--- src/rtl/nn_mem_pkg.sv ---
// nn_mem_pkg: shared image-memory types and sizing for writer and reader
package nn_mem_pkg;
  localparam int IN_WIDTH = 784;
  typedef logic [31:0] word_t;
  typedef enum logic {FILL, DROP} wr_state_e;
endpackage

--- src/rtl/image_mem_writer_slot_occupancy.sv ---
// slot_occupancy: counts committed, unreleased ring slots and flags a full ring
module slot_occupancy #(
  parameter int NUM_IMAGES = 4,
  localparam int UW = $clog2(NUM_IMAGES + 1)
) (
  input  logic          clk,
  input  logic          rst,
  input  logic          commit,
  input  logic          rel,
  output logic [UW-1:0] used,
  output logic          full
);
  logic [UW-1:0] used_q, used_d;
  // a release is only honoured when a slot is held; commit and release cancel
  always_comb used_d = used_q + UW'(commit) - UW'(rel && used_q != '0);
  // occupancy register
  always_ff @(posedge clk)
    if (rst) used_q <= '0;
    else used_q <= used_d;
  assign used = used_q;
  assign full = used_q == UW'(NUM_IMAGES);
endmodule

--- src/rtl/image_mem_writer.sv ---
// image_mem_writer: streams framed pixel words into a ring of image slots
module image_mem_writer
  import nn_mem_pkg::*;
#(
  parameter int IN_WIDTH = nn_mem_pkg::IN_WIDTH,
  parameter int NUM_IMAGES = 4,
  localparam int UW = $clog2(NUM_IMAGES + 1)
) (
  input  logic          clk,
  input  logic          rst,
  input  logic          s_valid,
  output logic          s_ready,
  input  logic [31:0]   s_data,
  input  logic          s_last,
  output logic          mem_we,
  output logic [31:0]   mem_addr,
  output logic [31:0]   mem_wdata,
  output logic          img_done,
  output logic [31:0]   img_base,
  input  logic          rel,
  output logic [UW-1:0] used,
  output logic          err_short,
  output logic          err_long
);
  localparam int IW = $clog2(IN_WIDTH);
  localparam int SW = NUM_IMAGES > 1 ? $clog2(NUM_IMAGES) : 1;
  wr_state_e state_q, state_d;
  logic [IW-1:0] idx_q, idx_d;
  logic [SW-1:0] slot_q, slot_d;
  logic [31:0] base, addr_d, img_base_d;
  word_t wdata_d;
  logic commit, full, xfer, we_d, done_d, es_d, el_d;
  assign base = 32'(slot_q) * 32'(IN_WIDTH);
  assign s_ready = !rst && (state_q == DROP || !full);
  assign xfer = s_valid && s_ready;
  // framing decisions: write, commit, short/long detection and drop recovery
  always_comb begin
    state_d = state_q;
    idx_d = idx_q;
    slot_d = slot_q;
    commit = 1'b0;
    we_d = 1'b0;
    addr_d = mem_addr;
    wdata_d = mem_wdata;
    done_d = 1'b0;
    img_base_d = img_base;
    es_d = 1'b0;
    el_d = 1'b0;
    if (xfer && state_q == FILL) begin
      we_d = 1'b1;
      addr_d = base + 32'(idx_q);
      wdata_d = s_data;
      if (idx_q == IW'(IN_WIDTH - 1)) begin
        commit = 1'b1;
        done_d = 1'b1;
        img_base_d = base;
        slot_d = slot_q == SW'(NUM_IMAGES - 1) ? '0 : slot_q + SW'(1);
        idx_d = '0;
        el_d = !s_last;
        state_d = s_last ? FILL : DROP;
      end else begin
        es_d = s_last;
        idx_d = s_last ? '0 : idx_q + IW'(1);
      end
    end else if (xfer && s_last) begin
      state_d = FILL;
      idx_d = '0;
    end
  end
  // state and registered write/status outputs
  always_ff @(posedge clk)
    if (rst) begin
      state_q <= FILL;
      idx_q <= '0;
      slot_q <= '0;
      mem_we <= 1'b0;
      mem_addr <= '0;
      mem_wdata <= '0;
      img_done <= 1'b0;
      img_base <= '0;
      err_short <= 1'b0;
      err_long <= 1'b0;
    end else begin
      state_q <= state_d;
      idx_q <= idx_d;
      slot_q <= slot_d;
      mem_we <= we_d;
      mem_addr <= addr_d;
      mem_wdata <= wdata_d;
      img_done <= done_d;
      img_base <= img_base_d;
      err_short <= es_d;
      err_long <= el_d;
    end
  slot_occupancy #(.NUM_IMAGES(NUM_IMAGES)) u_occ (
    .clk(clk),
    .rst(rst),
    .commit(commit),
    .rel(rel),
    .used(used),
    .full(full)
  );
endmodule

--- config.mk ---
export PLATFORM = sky130hd
export DESIGN_NAME = image_mem_writer
export DESIGN_NICKNAME = d
export VERILOG_FILES = /design/src/rtl/nn_mem_pkg.sv /design/src/rtl/image_mem_writer_slot_occupancy.sv /design/src/rtl/image_mem_writer.sv
export SDC_FILE = /design/constraint.sdc
export NUM_CORES = 1
export LEC_CHECK = 0
export CORE_MARGIN = 1.5
export CORE_UTILIZATION = 33
export CTS_BUF_LIST = sky130_fd_sc_hd__clkbuf_8
export DETAILED_ROUTE_END_ITERATION = 8
export DONT_BUFFER_PORTS = 1
export GPL_ROUTABILITY_DRIVEN = 0
export PLACE_DENSITY = 0.58
export SLEW_MARGIN = 10
export SYNTH_ARGS = -nofsm -noshare
export SYNTH_HDL_FRONTEND = slang
export SYNTH_HIERARCHICAL = 1
export SYNTH_SLANG_ARGS = --single-unit
export TNS_END_PERCENT = 50
--- constraint.sdc ---
create_clock -name clk -period 4.16 [get_ports clk]
set_clock_uncertainty 0.15 [all_clocks]
set_input_delay 0.416 -clock clk [delete_from_list [all_inputs] [get_ports clk]]
set_output_delay 0.416 -clock clk [all_outputs]
set_load 0.01 [all_outputs]
Word level (Yosys, flattened, before mapping)
Index checks and enable logic that the tools add are counted.
{ "totals": {"wordCells": 51, "input_bits": 37, "out_inout_bits": 104, "register_bits": 92} }
{ "classes": {"n_eq_ne": 4, "addsub": 5, "mul": 1, "bitwise_logic": 3, "mux": 12, "n_reduce_logical": 15} }
{ "op_table": {"columns": ["op", "count"], "rows": [
  ["$mux W10", 4],
  ["$add A12 B10 Y13", 1],
  ["$add A10 B1 Y10 const B", 1],
  ["$eq A10 B10 Y1 const B", 1],
  ["$mul A2 B6 Y8 const B", 1],
  ["$mux W1", 7],
  ["$reduce_or A3 Y1", 2],
  ["$logic_and A1 B1 Y1", 5],
  ["$reduce_and A2 Y1", 2],
  ["$add A3 B1 Y3", 1],
  ["$eq A3 B3 Y1 const B", 1],
  ["$logic_not A1 Y1", 3],
  ["$not A1 Y1", 3],
  ["$reduce_bool A3 Y1", 1],
  ["$sub A3 B1 Y3", 1],
  ["$add A2 B1 Y2 const B", 1],
  ["$eq A2 B2 Y1 const B", 1],
  ["$mux W2", 1],
  ["$ne A2 B1 Y1 const B", 1],
  ["$reduce_bool A2 Y1", 1],
  ["$logic_or A1 B1 Y1", 1]
]} }

Longest topological paths before layout
Gate-level depths: netlist (run 1).
{ "logic_depth": {"ltp_word": 9, "mapped_depth": 14, "mapped_depth_nobuf": 12} }

Cells and area by module
The synthesis (run 1) kept the hierarchy.
{ "by_module_without_submodules": {"columns": ["module", "n_inst", "seq_area_each_um2", "cells_per_inst", "area_each_um2"], "rows": [
  ["image_mem_writer", 1, 1321.3, 371, 3026.7],
  ["slot_occupancy", 1, 60.1, 15, 170.2]
]} }

Worst setup path after synthesis (run 1)
No wires, ideal clock.
{ "synth_timing": {"path_kind": "reg-to-reg", "from": "register u_occ.used_q[1], in the netlist u_occ/used[1]", "to": "register u_occ.used_q[2], in the netlist u_occ/used[2]", "synth_period_minus_slack_ps": 3351, "required_ps": 3900, "path_slack_ps": 809, "n_path_buf": 2, "setup_time_ps": 110, "stages_incl_launch_ff": 15, "arrival_time_ps": 3091, "path_cell_list": "dfxtp_1 -> nor3b_1 -> or4b_1 -> buf_2 -> or4_4 -> buf_6 -> inv_2 -> inv_1 -> ha_1 -> inv_1 -> ha_1 -> inv_1 -> fa_1 -> xnor3_1 -> nor2_1"} }
{ "synth_via": {"elab_chain_cells": 9} }
{ "synth_rtl": {"columns": ["item", "line", "rtl"], "rows": [
  ["start, declared", "image_mem_writer_slot_occupancy.sv:13", "logic [UW-1:0] used_q, used_d;"],
  ["start signal, assigned", "image_mem_writer_slot_occupancy.sv:19", "else used_q <= used_d;"],
  ["$eq A3 B3 Y1", "image_mem_writer_slot_occupancy.sv:21", "assign full = used_q == UW'(NUM_IMAGES);"],
  ["via full", "image_mem_writer.sv:32", "logic commit, full, xfer, we_d, done_d, es_d, el_d;"],
  ["$logic_not A1 Y1", "image_mem_writer.sv:34", "assign s_ready = !rst && (state_q == DROP || !full);"],
  ["$logic_or A1 B1 Y1", "image_mem_writer.sv:34", null],
  ["$logic_and A1 B1 Y1", "image_mem_writer.sv:34", null],
  ["$logic_and A1 B1 Y1", "image_mem_writer.sv:35", "assign xfer = s_valid && s_ready;"],
  ["$logic_and A1 B1 Y1", "image_mem_writer.sv:49", "if (xfer && state_q == FILL) begin"],
  ["$mux W1", null, null],
  ["via commit", "image_mem_writer.sv:32", null],
  ["$add A3 B1 Y3", "image_mem_writer_slot_occupancy.sv:15", "always_comb used_d = used_q + UW'(commit) - UW'(rel && used_q != '0);"],
  ["$sub A3 B1 Y3", "image_mem_writer_slot_occupancy.sv:15", null]
]} }
The timed path passes the listed nets, and every way through them passes these cells.
A chain may end at the register's enable or synchronous reset.

Worst setup path after layout (run 1)
Same ends and word-level chain as after synthesis.

==> results_dict.tcl, run 1 <==
set metrics [dict create \
    clk_path_buf_depth 2 \
    synthArstFlopShare_pct 0 \
    num_io_pins 141 \
    min_period_ps 3400 \
    die_area_um2 10300 \
    track_usage_pct 13.0 \
    fill_cells 999 \
    max_freq_mhz 294 \
    layout_commonest_cell "nand2_1" \
    synth_ff_type "dfxtp_1" \
    drc 0 \
    ys_seq_elements 69 \
    slew_headroom_pct 51.4 \
    worst_pin_slew_ps 726 \
    ff2ff_path_depth 12 \
    end_kind "register" \
    fin_tns_setup_ps 0 \
    rsz0062_at_grt "false" \
    r2r_end "u_occ/used[2]$_SDFF_PP0_" \
    ys_seq_area_share_pct 43.2 \
    clk_pin_slew_worst_paths_ps 70 \
    worstPathRequired_ps 4240 \
    tritoncts "built" \
    core_um2 9330 \
    grt_pass1_wl_mm 10.3 \
    drtAntennaViolNets 0 \
    synth_warnings 6 \
    final_cell_area_um2 3330 \
    initial_utilization_pct 34.3 \
    cp-start-kind "register" \
    synth.cell_area_um2 3200 \
    path_buf_inv 4 \
    grt_max_degree 54 \
    cts_buffers 9 \
    worst-r2r-setup-slack_ps 760 \
    post_cts_buffers 0 \
    cp_max_fo 9 \
    post_dp_cell_area_um2 3100 \
    drive_gt1_share_pct 6.75 \
    cpPeakStageDelay_ps 630 \
    hpwl_mm 4.61 \
    h-tree-depth 3 \
    hold_violations 0 \
    antenna_found_initial 0 \
    hp-start "s_last" \
    insertedDiodeCount 0 \
    syn_to_final_growth_pct 4.15 \
    die_height_um 101 \
    worstSetupPathType "register to register" \
    synth_cells 386 \
    slew_violations 0 \
    power_density_nw_per_um2 460 \
    clkLatencyLatePin_ps 340 \
    avgSynthCellArea_um2 8.28 \
    avgRoutedWirePerCell_um 13.1 \
    cp_slowest_cell "or4_4" \
    crit_chain "nor3b_1 > or4b_1 > or4_4 > inv_2 > inv_1 > ha_1 > inv_1 > ha_1 > inv_1 > fa_1 > xnor3_1 > nor2_1" \
    mostFrequentLayoutCells "93 x nand2_1, 69 x dfxtp_1, 53 x a21oi_1, 45 x conb_1, 16 x inv_1" \
    dr.pass1.iters 4 \
    setup_viol 0 \
    vias 2338 \
    drt-vias-per-instance 4.55 \
    whs_path_depth 2 \
    clock-root-buffer "clkbuf_8" \
    port_buffers 0 \
    min_to "err_short$_SDFF_PP0_" \
    synth_edf_count 0 \
    cts_hold_buffers 2 \
    final_net_count 429 \
    p_leak_nw 1.26 \
    grt_overflow 0 \
    outcome "complete, no violations" \
    worstPathArrival_ps 3470 \
    drt_iter0_drc 89 \
    cts_sinks 69 \
    synthDistinctLibCells 46 \
    wl_mm 6.75 \
    vdd.ir_drop.worst_mv 0.144 \
    critPathTopFamily "simple AND/OR/NAND/NOR gates" \
    cts_resized 0 \
    finalCritPeriodShare_pct 81.7 \
    hold_path_class "input pin to register" \
    timing.rr.start "u_occ/used[1]$_SDFF_PP0_" \
    path_common_cell "inv_1" \
    num_rows 35 \
    first_global_vias 2054 \
    fin_util_pct 35.7 \
    drv_cap 0 \
    die_width_um 101 \
]
==> state kept, by name (all words and copies together), names as in the netlist <==
signal and cells:
mem_we 1, slot_q 2, err_long 1, mem_wdata 32
idx_q 10, img_done 1, err_short 1, u_occ/used 3
mem_addr 13, state_q 1, img_base 4
==> layout make-up <==
cell class | count | area (um2) | area share [%]
clock buffers | 9 | 124 | 3.72
clock inverters | 7 | 73.8 | 2.22
inverters | 17 | 63.8 | 1.92
multi-input cells | 279 | 1480 | 44.5
flip-flops and latches | 69 | 1380 | 41.5
well taps | 129 | 161 | 4.85
repair buffers | 4 | 45.0 | 1.35
==> report_power, final <==
group / internal, mW / switching, mW / total [mW]
registers: 0.709 / 0.0617 / 0.771
logic: 0.0801 / 0.131 / 0.211
clock network: 0.280 / 0.269 / 0.548
==> worst max path at each step <==
stage                                         from                  endpoint  slack, ps  cells past startpoint
after CTS                 u_occ/used[1]$_SDFF_PP0_  u_occ/used[2]$_SDFF_PP0_        740                     12
after floorplan           u_occ/used[1]$_SDFF_PP0_  u_occ/used[2]$_SDFF_PP0_        810                     14
after global placement    u_occ/used[1]$_SDFF_PP0_  u_occ/used[2]$_SDFF_PP0_        810                     12
after detailed placement  u_occ/used[1]$_SDFF_PP0_  u_occ/used[2]$_SDFF_PP0_        770                     12
after global routing      u_occ/used[1]$_SDFF_PP0_  u_occ/used[2]$_SDFF_PP0_        560                     12
final                     u_occ/used[1]$_SDFF_PP0_  u_occ/used[2]$_SDFF_PP0_        760                     12
==> cells in the mapped netlist, types with 2 or more instances <==
master     number  area (um2)
nand2_1        93         349
dfxtp_1        69        1380
a21oi_1        53         265
buf_4          47         353
inv_1          16        60.1
nor2_1         15        56.3
clkbuf_1       13        48.8
ha_1           10         125
o31ai_1         5        37.5
xnor2_1         5        43.8
a211oi_1        4        30.0
nand3_1         4        20.0
o21ai_0         4        20.0
xor2_1          4        35.0
or3_1           3        18.8
or4_1           3        22.5
a2111oi_0       2        17.5
a311oi_1        2        17.5
buf_1           2        7.51
buf_6           2        22.5
fa_1            2        40.0
nand4_1         2        12.5
nor2b_1         2        12.5
or2_2           2        12.5
==> metrics by stage <==
stage	hold slack, ps	power, mW	setup WS, ps	cells
after floorplan	309	0.985	809	430
after global placement	320	0.983	809	496
after detailed placement	337	0.990	771	496
after CTS	19.9	1.56	740	514
after global routing	22.7	1.63	558	514
final	42.6	1.53	763	514
==> layer usage <==
metal  up-vias  part of all wire [%]  track usage [%]
met5         -                     0                0
met2        87                    45             20.6
met1      1061                    44             16.2
li1       1180                     -                -
met4         0                   1.3             5.45
met3        10                   9.1             4.55
==> cell families after synthesis <==
logic type,count (synthesis),share of synthesized area (%)
fa+ha+maj,12,5.17
xor+xnor,10,3.17
compound gates,79,14.4
simple gates,133,18.3
flops,69,43.2
other cells,1,0.117
buf+inv,82,15.7
No activity file was read; power rests on OpenSTA's default activity.
==> run 2, diff against run 1 <==
==> constraint.sdc (replaced) <==
create_clock -name clk -period 3.4 [get_ports clk]
set_clock_uncertainty 0.15 [all_clocks]
set_input_delay 0.34 -clock clk [delete_from_list [all_inputs] [get_ports clk]]
set_output_delay 0.34 -clock clk [all_outputs]
set_load 0.01 [all_outputs]
==> run 2 against run 1 <==
Compared with the run above: register-to-register slack worse by 570 ps; via count increased by 5.8%; die area unchanged; clock power increased by 8.9%; flip-flop and latch count unchanged; final area is 9.9% higher; critical endpoint unchanged.
==> results_dict.tcl, run 2 (synthesized netlist as in run 1, its figures left out) <==
set metrics [dict create \
    setup_viol 0 \
    hold_path_class "input pin to register" \
    outcome "complete, no violations" \
    drt_iter0_drc 62 \
    layout_commonest_cell "nand2_1" \
    clock-root-buffer "clkbuf_8" \
    hpwl_mm 4.64 \
    path_common_cell "inv_1" \
    p_leak_nw 1.41 \
    fin_tns_setup_ps 0 \
    hold_violations 0 \
    whs_path_depth 2 \
    cts_buffers 9 \
    fin_util_pct 39.2 \
    cts_resized 0 \
    max_freq_mhz 312 \
    die_height_um 101 \
    wl_mm 7.10 \
    drive_gt1_share_pct 6.89 \
    cts_sinks 69 \
    final_net_count 465 \
    crit_chain "nor3b_1 > or4b_1 > or4_4 > inv_2 > inv_1 > ha_1 > inv_1 > ha_1 > inv_1 > fa_1 > xnor3_1 > nor2_1" \
    vias 2473 \
    p_total_mw 1.86 \
    post_dp_cell_area_um2 3130 \
    clkLatencyLatePin_ps 340 \
    min_period_ps 3200 \
    mostFrequentLayoutCells "93 x nand2_1, 69 x dfxtp_1, 53 x a21oi_1, 45 x conb_1, 33 x dlygate4sd3_1" \
    cp_max_fo 9 \
    slew_violations 0 \
    worstPathRequired_ps 3470 \
    rsz0062_at_grt "false" \
    die_area_um2 10300 \
    post_cts_buffers 0 \
    drc 0 \
    top_register "mem_wdata" \
    drv_cap 0 \
    clk_pin_slew_worst_paths_ps 70 \
    tritoncts "built" \
    die_width_um 101 \
    grt_pass1_wl_mm 10.9 \
    slew_headroom_pct 48.2 \
    top_regs "mem_wdata: 32 flops, mem_addr: 13 flops, idx_q: 10 flops" \
    power_density_nw_per_um2 509 \
    antenna_found_initial 0 \
    cp_slowest_cell "or4_4" \
    insertedDiodeCount 0 \
    largest_register_ff_count 32 \
    initial_utilization_pct 34.3 \
    syn_to_final_growth_pct 14.5 \
    vdd.ir_drop.worst_mv 0.305 \
    final_cell_area_um2 3660 \
    clk_path_buf_depth 2 \
    worstPathArrival_ps 3270 \
    grt_max_degree 54 \
    cp-start-kind "register" \
    num_io_pins 141 \
    worst_pin_slew_ps 774 \
    drt-vias-per-instance 4.50 \
    track_usage_pct 13.7 \
    dr.pass1.iters 4 \
    drtAntennaViolNets 0 \
    worstSetupPathType "register to register" \
    ff2ff_path_depth 12 \
    first_global_vias 2295 \
    avgRoutedWirePerCell_um 12.9 \
    port_buffers 0 \
    h-tree-depth 3 \
    finalCritPeriodShare_pct 94.2 \
    core_um2 9330 \
    cpPeakStageDelay_ps 630 \
    end_kind "register" \
    num_rows 35 \
    grt_overflow 0 \
]
## run 2: changes by cell type in the layout (fill, tap and decap cells not counted)
| cell | previous run | this run |
|---|---|---|
| inv_1 | 16 | 17 |
| inv_6 | 2 | 0 |
| dlygate4sd3_1 | 1 | 33 |
| clkbuf_8 | 9 | 11 |
| clkinv_2 | 2 | 3 |
| clkinv_4 | 1 | 0 |
| bufinv_16 | 1 | 0 |
| buf_4 | 2 | 6 |
## run 2: area by class of cell
| class | instances | area, um2 |
|---|---|---|
| sequential | 69 | 1380 |
| clock buffer | 11 | 151 |
| fill | 978 | 5670 |
| timing repair buffer | 40 | 395 |
| clock inverter | 5 | 26.3 |
| inverter | 17 | 63.8 |
| multi-input combinational | 279 | 1480 |
| tap | 129 | 161 |
## run 2: worst max-delay path: cells and delay by family (launching register included)
family	cells	cell delay, ps
flip-flops	1	310
AND/OR/NAND/NOR	4	1350
XOR/XNOR	1	210
buffers and inverters	4	300
adder cells (fa/ha/maj)	3	780
## run 2: stage by stage
step / cells / hold WS (ps) / worst slack (ps)
final: 550 / 46.1 / 196
after global routing: 550 / 35.2 / 33.3
after CTS: 550 / 22.6 / 188
after detailed placement: 500 / 270 / 218
after global placement: 500 / 271 / 263
after floorplan: 430 / 257 / 49.2
## run 2: worst paths after layout
check	from	endpoint	slack (ps)
max	u_occ/used[2]$_SDFF_PP0_	u_occ/used[2]$_SDFF_PP0_	200
max reg2reg	u_occ/used[2]$_SDFF_PP0_	u_occ/used[2]$_SDFF_PP0_	200
min reg2reg	idx_q[0]$_SDFFE_PP0P_	mem_addr[0]$_SDFFE_PP0P_	350
min	s_last	idx_q[1]$_SDFFE_PP0P_	50
## run 2: routing by layer
layer / up-vias / wire length (um) / global-route usage [%]
met5: - / 0 / 0
met4: 0 / 57 / 3.53
met3: 7 / 623 / 6.49
met2: 91 / 3350 / 23.0
met1: 1126 / 3060 / 15.8
li1: 1249 / - / -
## run 2: report_power, final
group / total [mW] / switching (mW) / leakage (nW) / internal, mW
Sequential: 0.924 / 0.0558 / 0.561 / 0.868
Clock: 0.597 / 0.299 / 0.0963 / 0.298
Combinational: 0.342 / 0.196 / 0.758 / 0.146
Total: 1.86 / 0.550 / 1.41 / 1.31
## run 2: repair_timing
action	CTS	global route
setup endpoints to repair	0	0
hold endpoints to repair	55	0
hold buffers	34	0
